**config.mk**
```make
export PLATFORM = sky130hd
export DESIGN_NAME = mul_hilo_unit
export DESIGN_NICKNAME = d
export VERILOG_FILES = /design/src/rtl/mul_hilo_unit.sv
export SDC_FILE = /design/constraint.sdc
export NUM_CORES = 1
export LEC_CHECK = 0
export BUFFER_PORTS_ARGS = -buffer_cell sky130_fd_sc_hd__buf_2
export CORE_ASPECT_RATIO = 2
export CORE_MARGIN = 1.5
export CORE_UTILIZATION = 45
export CTS_CLUSTER_SIZE = 24
export DETAILED_ROUTE_END_ITERATION = 10
export GPL_ROUTABILITY_DRIVEN = 0
export PLACE_DENSITY = 0.67
export SLEW_MARGIN = 40
export SYNTH_ARGS = -nofsm -noshare
export SYNTH_HDL_FRONTEND = slang
export SYNTH_SLANG_ARGS = --single-unit
```
**constraint.sdc**
```tcl
create_clock -name clk -period 10.9 [get_ports clk]
set_clock_uncertainty 0.15 [all_clocks]
set_input_delay 1.635 -clock clk [delete_from_list [all_inputs] [get_ports clk]]
set_output_delay 1.635 -clock clk [all_outputs]
set_load 0.01 [all_outputs]
```
**src/rtl/mul_hilo_unit.sv**
```systemverilog
// mul_hilo_unit
//   Iterative unsigned shift-add multiplier with an architectural HI/LO
//   register pair.  A MULTU code loads the operands and the unit runs one
//   shift-add step per clock for CYCLES clocks.  The product lands in HI/LO
//   either on the last step (if a HILO_WR was seen during the run or is
//   present on that edge) or later from the DONE state when HILO_WR arrives.
//
// Ports
//   clk      rising-edge clock
//   reset    asynchronous active-high reset
//   Signal   6-bit function code from the ALU controller
//   dataA    multiplicand (unsigned)
//   dataB    multiplier (unsigned)
//   dataOut  combinational HI/LO read data (MFHI / MFLO, else 0)
//   HI, LO   upper / lower product halves
//   busy     high while a multiply is iterating
//   done     high while a finished product waits to be written
module mul_hilo_unit #(
   parameter int WIDTH  = 32,
   parameter int CYCLES = 32
) (
   input  logic             clk,
   input  logic             reset,
   input  logic [5:0]       Signal,
   input  logic [WIDTH-1:0] dataA,
   input  logic [WIDTH-1:0] dataB,
   output logic [WIDTH-1:0] dataOut,
   output logic [WIDTH-1:0] HI,
   output logic [WIDTH-1:0] LO,
   output logic             busy,
   output logic             done
);

   localparam logic [5:0] MULTU   = 6'b011001;
   localparam logic [5:0] HILO_WR = 6'b111111;
   localparam logic [5:0] MFHI    = 6'b010000;
   localparam logic [5:0] MFLO    = 6'b010010;
   localparam int         STEP_W  = $clog2(CYCLES + 1);

   typedef enum logic [1:0] {IDLE, RUN, DONE} state_t;

   state_t                 state;
   logic [WIDTH-1:0]       mcand;
   logic [2*WIDTH-1:0]     prod;
   logic [STEP_W-1:0]      step;
   logic                   pending;
   logic [2*WIDTH-1:0]     prod_next;
   logic                   start;
   logic                   last_step;
   logic                   wr_now;

   // One shift-add iteration: conditionally add the multiplicand into the
   // upper half (keeping the carry) and shift the whole product right by one.
   function automatic logic [2*WIDTH-1:0] shift_add(input logic [2*WIDTH-1:0] p,
                                                    input logic [WIDTH-1:0]   m);
      logic [WIDTH:0] sum;
      sum = {1'b0, p[2*WIDTH-1:WIDTH]};
      if (p[0])
         sum = sum + {1'b0, m};
      return {sum, p[WIDTH-1:1]};
   endfunction

   always_comb begin
      prod_next = shift_add(prod, mcand);
      start     = (Signal == MULTU) && ((state == IDLE) || (state == DONE));
      last_step = (step == STEP_W'(CYCLES - 1));
      wr_now    = (Signal == HILO_WR);
   end

   always_comb begin
      case (Signal)
         MFHI:    dataOut = HI;
         MFLO:    dataOut = LO;
         default: dataOut = '0;
      endcase
   end

   always_ff @(posedge clk or posedge reset) begin
      if (reset) begin
         state   <= IDLE;
         HI      <= '0;
         LO      <= '0;
         mcand   <= '0;
         prod    <= '0;
         step    <= '0;
         pending <= 1'b0;
         busy    <= 1'b0;
         done    <= 1'b0;
      end else if (start) begin
         // A restart from DONE silently drops the unwritten product.
         mcand   <= dataA;
         prod    <= {{WIDTH{1'b0}}, dataB};
         step    <= '0;
         pending <= 1'b0;
         state   <= RUN;
         busy    <= 1'b1;
         done    <= 1'b0;
      end else begin
         case (state)
            RUN: begin
               prod <= prod_next;
               step <= step + STEP_W'(1);
               if (wr_now)
                  pending <= 1'b1;
               if (last_step) begin
                  busy <= 1'b0;
                  if (pending || wr_now) begin
                     // Write straight from the final iteration result.
                     HI    <= prod_next[2*WIDTH-1:WIDTH];
                     LO    <= prod_next[WIDTH-1:0];
                     state <= IDLE;
                  end else begin
                     state <= DONE;
                     done  <= 1'b1;
                  end
               end
            end
            DONE: begin
               if (wr_now) begin
                  HI    <= prod[2*WIDTH-1:WIDTH];
                  LO    <= prod[WIDTH-1:0];
                  state <= IDLE;
                  done  <= 1'b0;
               end
            end
            IDLE: ;
            default: begin
               state <= IDLE;
               busy  <= 1'b0;
               done  <= 1'b0;
            end
         endcase
      end
   end

endmodule

```
* Yosys cells after proc, flatten, opt, wreduce, memory -nomap -nowiden
Cells that the tools add are included.
** Word-level totals
- Flip-flop bits (word level) :: 171
- Bits of input ports :: 72
- Output and inout bits :: 98
- Word-level logic and storage cells :: 70
** Operators by class
- Add/subtract/negate cells :: 2
- Equal/unequal tests :: 15
- Muxes and demuxes :: 30
- Bitwise operators :: 1
- Reductions and logical operators :: 13
** Operator list (count)
- two-way mux 32 bit :: 6
- one-hot mux 32 bit (2 select lines) :: 3
- two-way mux 64 bit :: 2
- adder 32 x 32 -> 33 bit :: 1
- two-way mux 33 bit :: 1
- equality test 6 x 5 -> 1 bit, second input constant :: 4
- two-way mux 6 bit :: 2
- two-way mux 1 bit :: 9
- != test 3 bit, second input constant :: 3
- two-way mux 2 bit :: 4
- != test 2 bit, second input constant :: 4
- adder 6 x 1 -> 6 bit, second input constant :: 1
- equality test 6 bit, second input constant :: 1
- one-hot mux 2 bit (3 select lines) :: 1
- nonzero test 2 bit :: 3
- AND reduction 5 bit :: 1
- AND reduction 2 bit :: 2
- AND reduction 4 bit :: 1
- one-hot mux 1 bit (3 select lines) :: 1
- AND reduction 3 bit :: 1
- equality test 2 x 1 -> 1 bit, second input constant :: 1
- equality test 2 bit, second input constant :: 1
- zero test 2 bit :: 1
- logical OR 1 bit :: 2
- 5 further kinds :: 5

* Depth between registers and ports, before layout
- Depth after elaboration :: 6
- Depth in mapped cells :: 12
- Depth with buffers taken out :: 11

* Worst setup path after synthesis
Ideal clock, no wire load.
- Path kind :: input -> output
- From :: input port Signal[1]
- To :: output port dataOut[10]
- Data arrival time :: 2.648 ns
- Required time :: 9.115 ns
- Slack :: 6.467 ns
- Cell stages on the path :: 4
- Buffers on the path :: 2
- Cells stage by stage :: clkbuf_1 -> buf_1 -> mux2i_1 -> nor2_1
** Between the ends
- Longest elaborated chain between the ends :: 2
- Elaborated cells between the ends (all ways) :: 3
- Those cells by class :: eq/ne: 2; mux: 1
** RTL lines
- start: declaration :: RTL line 24 : input logic [5:0] Signal,
- equality test 6 x 5 -> 1 bit :: RTL line 71 : case (Signal)
- one-hot mux 32 bit (2 select lines) (*) :: RTL line 71
- end: declaration :: RTL line 27 : output logic [WIDTH-1:0] dataOut,
Mark *: on every way between the ends. The rest lies on a longest branch, timed or not.

* Worst setup path after layout
- From :: input port Signal[2]
- To :: output port dataOut[2]
The elaborated chain is that of the path after synthesis.

==> PnR_summary.wiki <==
{| class="wikitable"
! Metric !! Value
|-
| Result of the run || completed
|-
| Post-route fraction of the period consumed by the critical path || 0.437
|-
| Area of all placed cells without fillers || 11200 sq um
|-
| Filler cell count || 2007
|-
| Die Wd || around 110 microns
|-
| Number of synthesized register bits || about 170
|-
| Worst path bufs/invs || 2
|-
| Setup repair after global routing missed its margin || false
|-
| Hold violation count in the final report || 0
|-
| Worst slack, placed || approximately 5700 ps
|-
| Cells after DPL || 1498
|-
| # setup viols final || 0
|-
| Internal power || about 1.7 mW
|-
| Worst Slack Setup Final || 6130 ps
|-
| Maximum vdd drop || approximately 0.14 mV
|-
| Synth warn || 0
|-
| Setup slack, reg-to-reg || around 7400 ps
|-
| Most frequent cells after synthesis || nand2_1, dfrtp_1, nor2_1
|-
| Delay contributed by the slowest stage of the critical path || a little over 700 ps
|-
| I/O pin count || between 150 and 200
|-
| DRC violations left || 0
|-
| Clock tree buffer depth || 2
|-
| Pwr per Cell Area || around 260 nW/um^2
|-
| Antenna violations before repair || 0
|-
| Largest delay contributor family on the critical path || simple AND/OR/NAND/NOR gates
|-
| Hold buffer count at CTS || 0
|-
| Die height || about 210 microns
|-
| Proportion of power drawn by combinational gates || 0.392
|-
| FFs w/ async S/R, synth || 1.00
|-
| Via count normalized by instance count || roughly 5.5
|-
| Most numerous cell in the Yosys netlist || nand2_1
|-
| First-pass iteration count of the detailed router || 5
|-
| Total number of vias || about 8400
|-
| Number of DRC markers in iteration 0 || approximately 470
|-
| R2r worst-path depth || 11
|-
| Data required time of the critical path || slightly above 9000 ps
|-
| Area taken by multi-input logic gates || 4970 sq um
|-
| Register cell area after layout || about 4300 sq um
|-
| TritonCTS buffer count || 17
|-
| Initial core utilization || 0.456
|-
| Clk root buf || clkbuf_16
|-
| Min-Delay Path Class || reg -> reg
|-
| Global-route congestion overflow total || 0
|-
| Number of routed nets with antenna violations || 0
|-
| Distinct cells, synth || 54
|-
| Power dissipated by switching net loads || between 1 and 1.5 mW
|-
| Leakage power summed over all cells || between 5 and 6 nW
|-
| Port Buffer Count || 169
|-
| Ant. Diodes || 0
|-
| Synth-to-Final Area Change || 16.8%
|-
| Count of cells resized by post-cts repair || 0
|-
| Category of the worst setup path capture point || output pin
|-
| Hold wc startpoint || mcand[6]
|-
| Routed Wire Length || ~26 mm
|-
| Number of nets in the synthesized netlist || 1230
|-
| Fraction of post-synthesis cell area in the top cell type by area || 0.448
|-
| WL per Instance || approximately 17 microns
|-
| Largest net degree at the start of global routing || 69
|-
| CP Cell Sequence || buf_2 > nor2_1 > nand2_1 > or3_2 > nor2_1 > buf_2
|-
| Largest driver fanout on the critical path || 32
|-
| Total count of max-transition violations in the final report || 0
|-
| Data arrival time of the critical path || between 2000 and 3000 ps
|-
| Clock insertion delay at the later pin of the skew report || between 400 and 500 ps
|-
| Sequential element share of the synthesized area || 0.448
|-
| Minimum clock period || 4770 ps
|-
| Synth area leaders || dfrtp_1, nand2_1, mux2i_1
|-
| Clock group share of total power || 0.214
|-
| Switching portion of total power || 0.412
|-
| Global router's overall resource usage || 0.239
|-
| Clock-pin slew on the worst setup and hold paths || ~60 ps
|-
| HPWL after detailed placement || about 18 mm
|-
| Clock tree from TritonCTS || built
|-
| Setup TNS after final layout || 0 ps
|-
| Final non-filler cell total || between 1500 and 2000
|-
| Post-Synthesis Cells || between 1000 and 1500
|-
| Final #Nets || ~1400
|-
| Synthesized cell area || around 9500 sq um
|-
| Dpl cell area || 10600 sq um
|-
| Max Clock Freq || roughly 210 MHz
|-
| Vias in the first global route || about 8000
|-
| Floorplan Core Area || ~21000 sq um
|-
| Max-Cap Viols || 0
|-
| Reg-to-Reg Start || prod[32]
|-
| Post-synthesis cell type with the largest combined area || dfrtp_1
|-
| Terminating pin of the worst hold path || mcand[6]
|-
| First-pass GRT wire length || between 40 and 50 mm
|-
| Clock net sink count || roughly 170
|-
| Sequential fraction of design power || 0.394
|-
| Number of enable flip-flop cells after synthesis || 0
|-
| Share of the core filled with cells || 0.533
|-
| Type of the worst setup path || in -> out
|-
| DIE AREA || between 20000 and 25000 sq um
|-
| CP startpoint kind || primary input
|-
| Slew at the pin closest to its max-slew limit || 787 ps
|-
| Rel. slew slack || 0.476
|-
| Hold Path Cell Cnt || 2
|-
| Count of buffers added by post-CTS timing repair for setup || 0
|-
| R2r endpoint || prod[59]
|-
| Average instance area after synthesis || 8.50 sq um
|-
| Standard cell with the maximum stage delay on the critical path || or3_2
|-
| Number of placement rows || 75
|-
| Number of H-tree levels || 4
|-
| Primary FF master, synth || dfrtp_1
|-
| Fraction of final layout cells with drive strength greater than 1 || 0.184
|}
## worst reg2reg max path, cell delays in order (launching register included)
cell	delay (ps)
dfrtp_1	410
ha_1	230
fa_1	420
a21o_1	220
a221oi_2	440
o22ai_2	170
o31ai_2	470
o311ai_4	170
a31oi_2	260
xnor2_1	170
nand2_1	90
a31oi_1	190
## power groups by stage
stage                     Combinational [mW]  Clock, mW  Sequential, mW
after detailed placement                1.12          0            1.13
final                                   1.12      0.613            1.13
after floorplan                        0.770          0            1.09
after global placement                  1.10          0            1.13
after global routing                    1.27      0.646            1.16
after CTS                               1.12      0.622            1.12
## placed cells by master, fill, tap and decap left out, types with 3 or more instances in the layout
master	n
clkinv_4	3
nand3_1	39
o211ai_1	3
a211o_1	3
nand4_1	10
xnor2_1	18
nand2_1	282
nand2b_1	4
and3_1	10
nor2_1	102
nor3_1	4
buf_4	12
clkbuf_16	17
or3_1	9
clkbuf_8	3
ha_1	33
a22oi_1	33
mux2i_1	53
buf_2	169
o21a_1	4
o21ai_0	68
clkinv_2	3
or2_2	4
xor2_1	13
nor2b_1	5
inv_1	6
a211oi_1	4
a21o_1	19
a41oi_1	7
o21ai_1	4
a21oi_1	66
dfrtp_1	171
a31oi_1	39
## through the flow
stage / power (mW) / hold WS, ps
2_1_floorplan: 1.86 / 302
3_3_place_gp: 2.23 / 317
3_5_place_dp: 2.25 / 323
4_1_cts: 2.87 / 344
5_1_grt: 3.07 / 346
6_report: 2.86 / 339
## cell families (layout without fill, tap and decap cells)
kind of cell / Yosys count / after routing / share of synthesized area
AO/OA/AOI/OAI: 271 / 271 / 0.179
XOR/XNOR: 31 / 31 / 0.0284
adder cells (fa/ha/maj): 34 / 34 / 0.0453
buffers and inverters: 84 / 221 / 0.0350
flip-flops: 171 / 171 / 0.448
multiplexers: 54 / 54 / 0.0567
AND/OR/NAND/NOR: 479 / 479 / 0.207
## sequential cells by signal (all words and copies together), names as in the netlist
| signal | count |
|---|---|
| prod | 64 |
| HI | 32 |
| LO | 32 |
| mcand | 32 |
| step | 6 |
| state | 2 |
| busy | 1 |
| done | 1 |
| pending | 1 |
## worst max-delay path by stage
stage | from | to | slack [ps] | cells after the start
2_1_floorplan | reset | HI[0] | 4480 | 1
3_3_place_gp | Signal[1] | LO[3] | 5850 | 9
3_5_place_dp | Signal[1] | LO[16] | 5710 | 9
4_1_cts | Signal[2] | dataOut[28] | 6130 | 6
5_1_grt | Signal[1] | LO[5] | 5930 | 9
6_report | Signal[2] | dataOut[2] | 6130 | 6
## metal layers
layer  share of wire  vias up  wire length, microns  global-route usage
met4           0.034        0                   866              0.0965
met1            0.42     4028                 10900               0.287
met2            0.50      201                 12900               0.417
met3           0.038       51                   966              0.0434
li1                -     4168                     -                   -
met5               0        -                     0                   0
## final cells by class
cell class,count,share of cell area
Clock buffer,22,0.0425
Timing Repair Buffer,182,0.0849
Multi-Input combinational cell,869,0.445
Clock inverter,10,0.0104
Inverter,7,0.00281
Sequential cell,171,0.384
Tap cell,269,0.0302
Power figures use the tool's default switching activity.
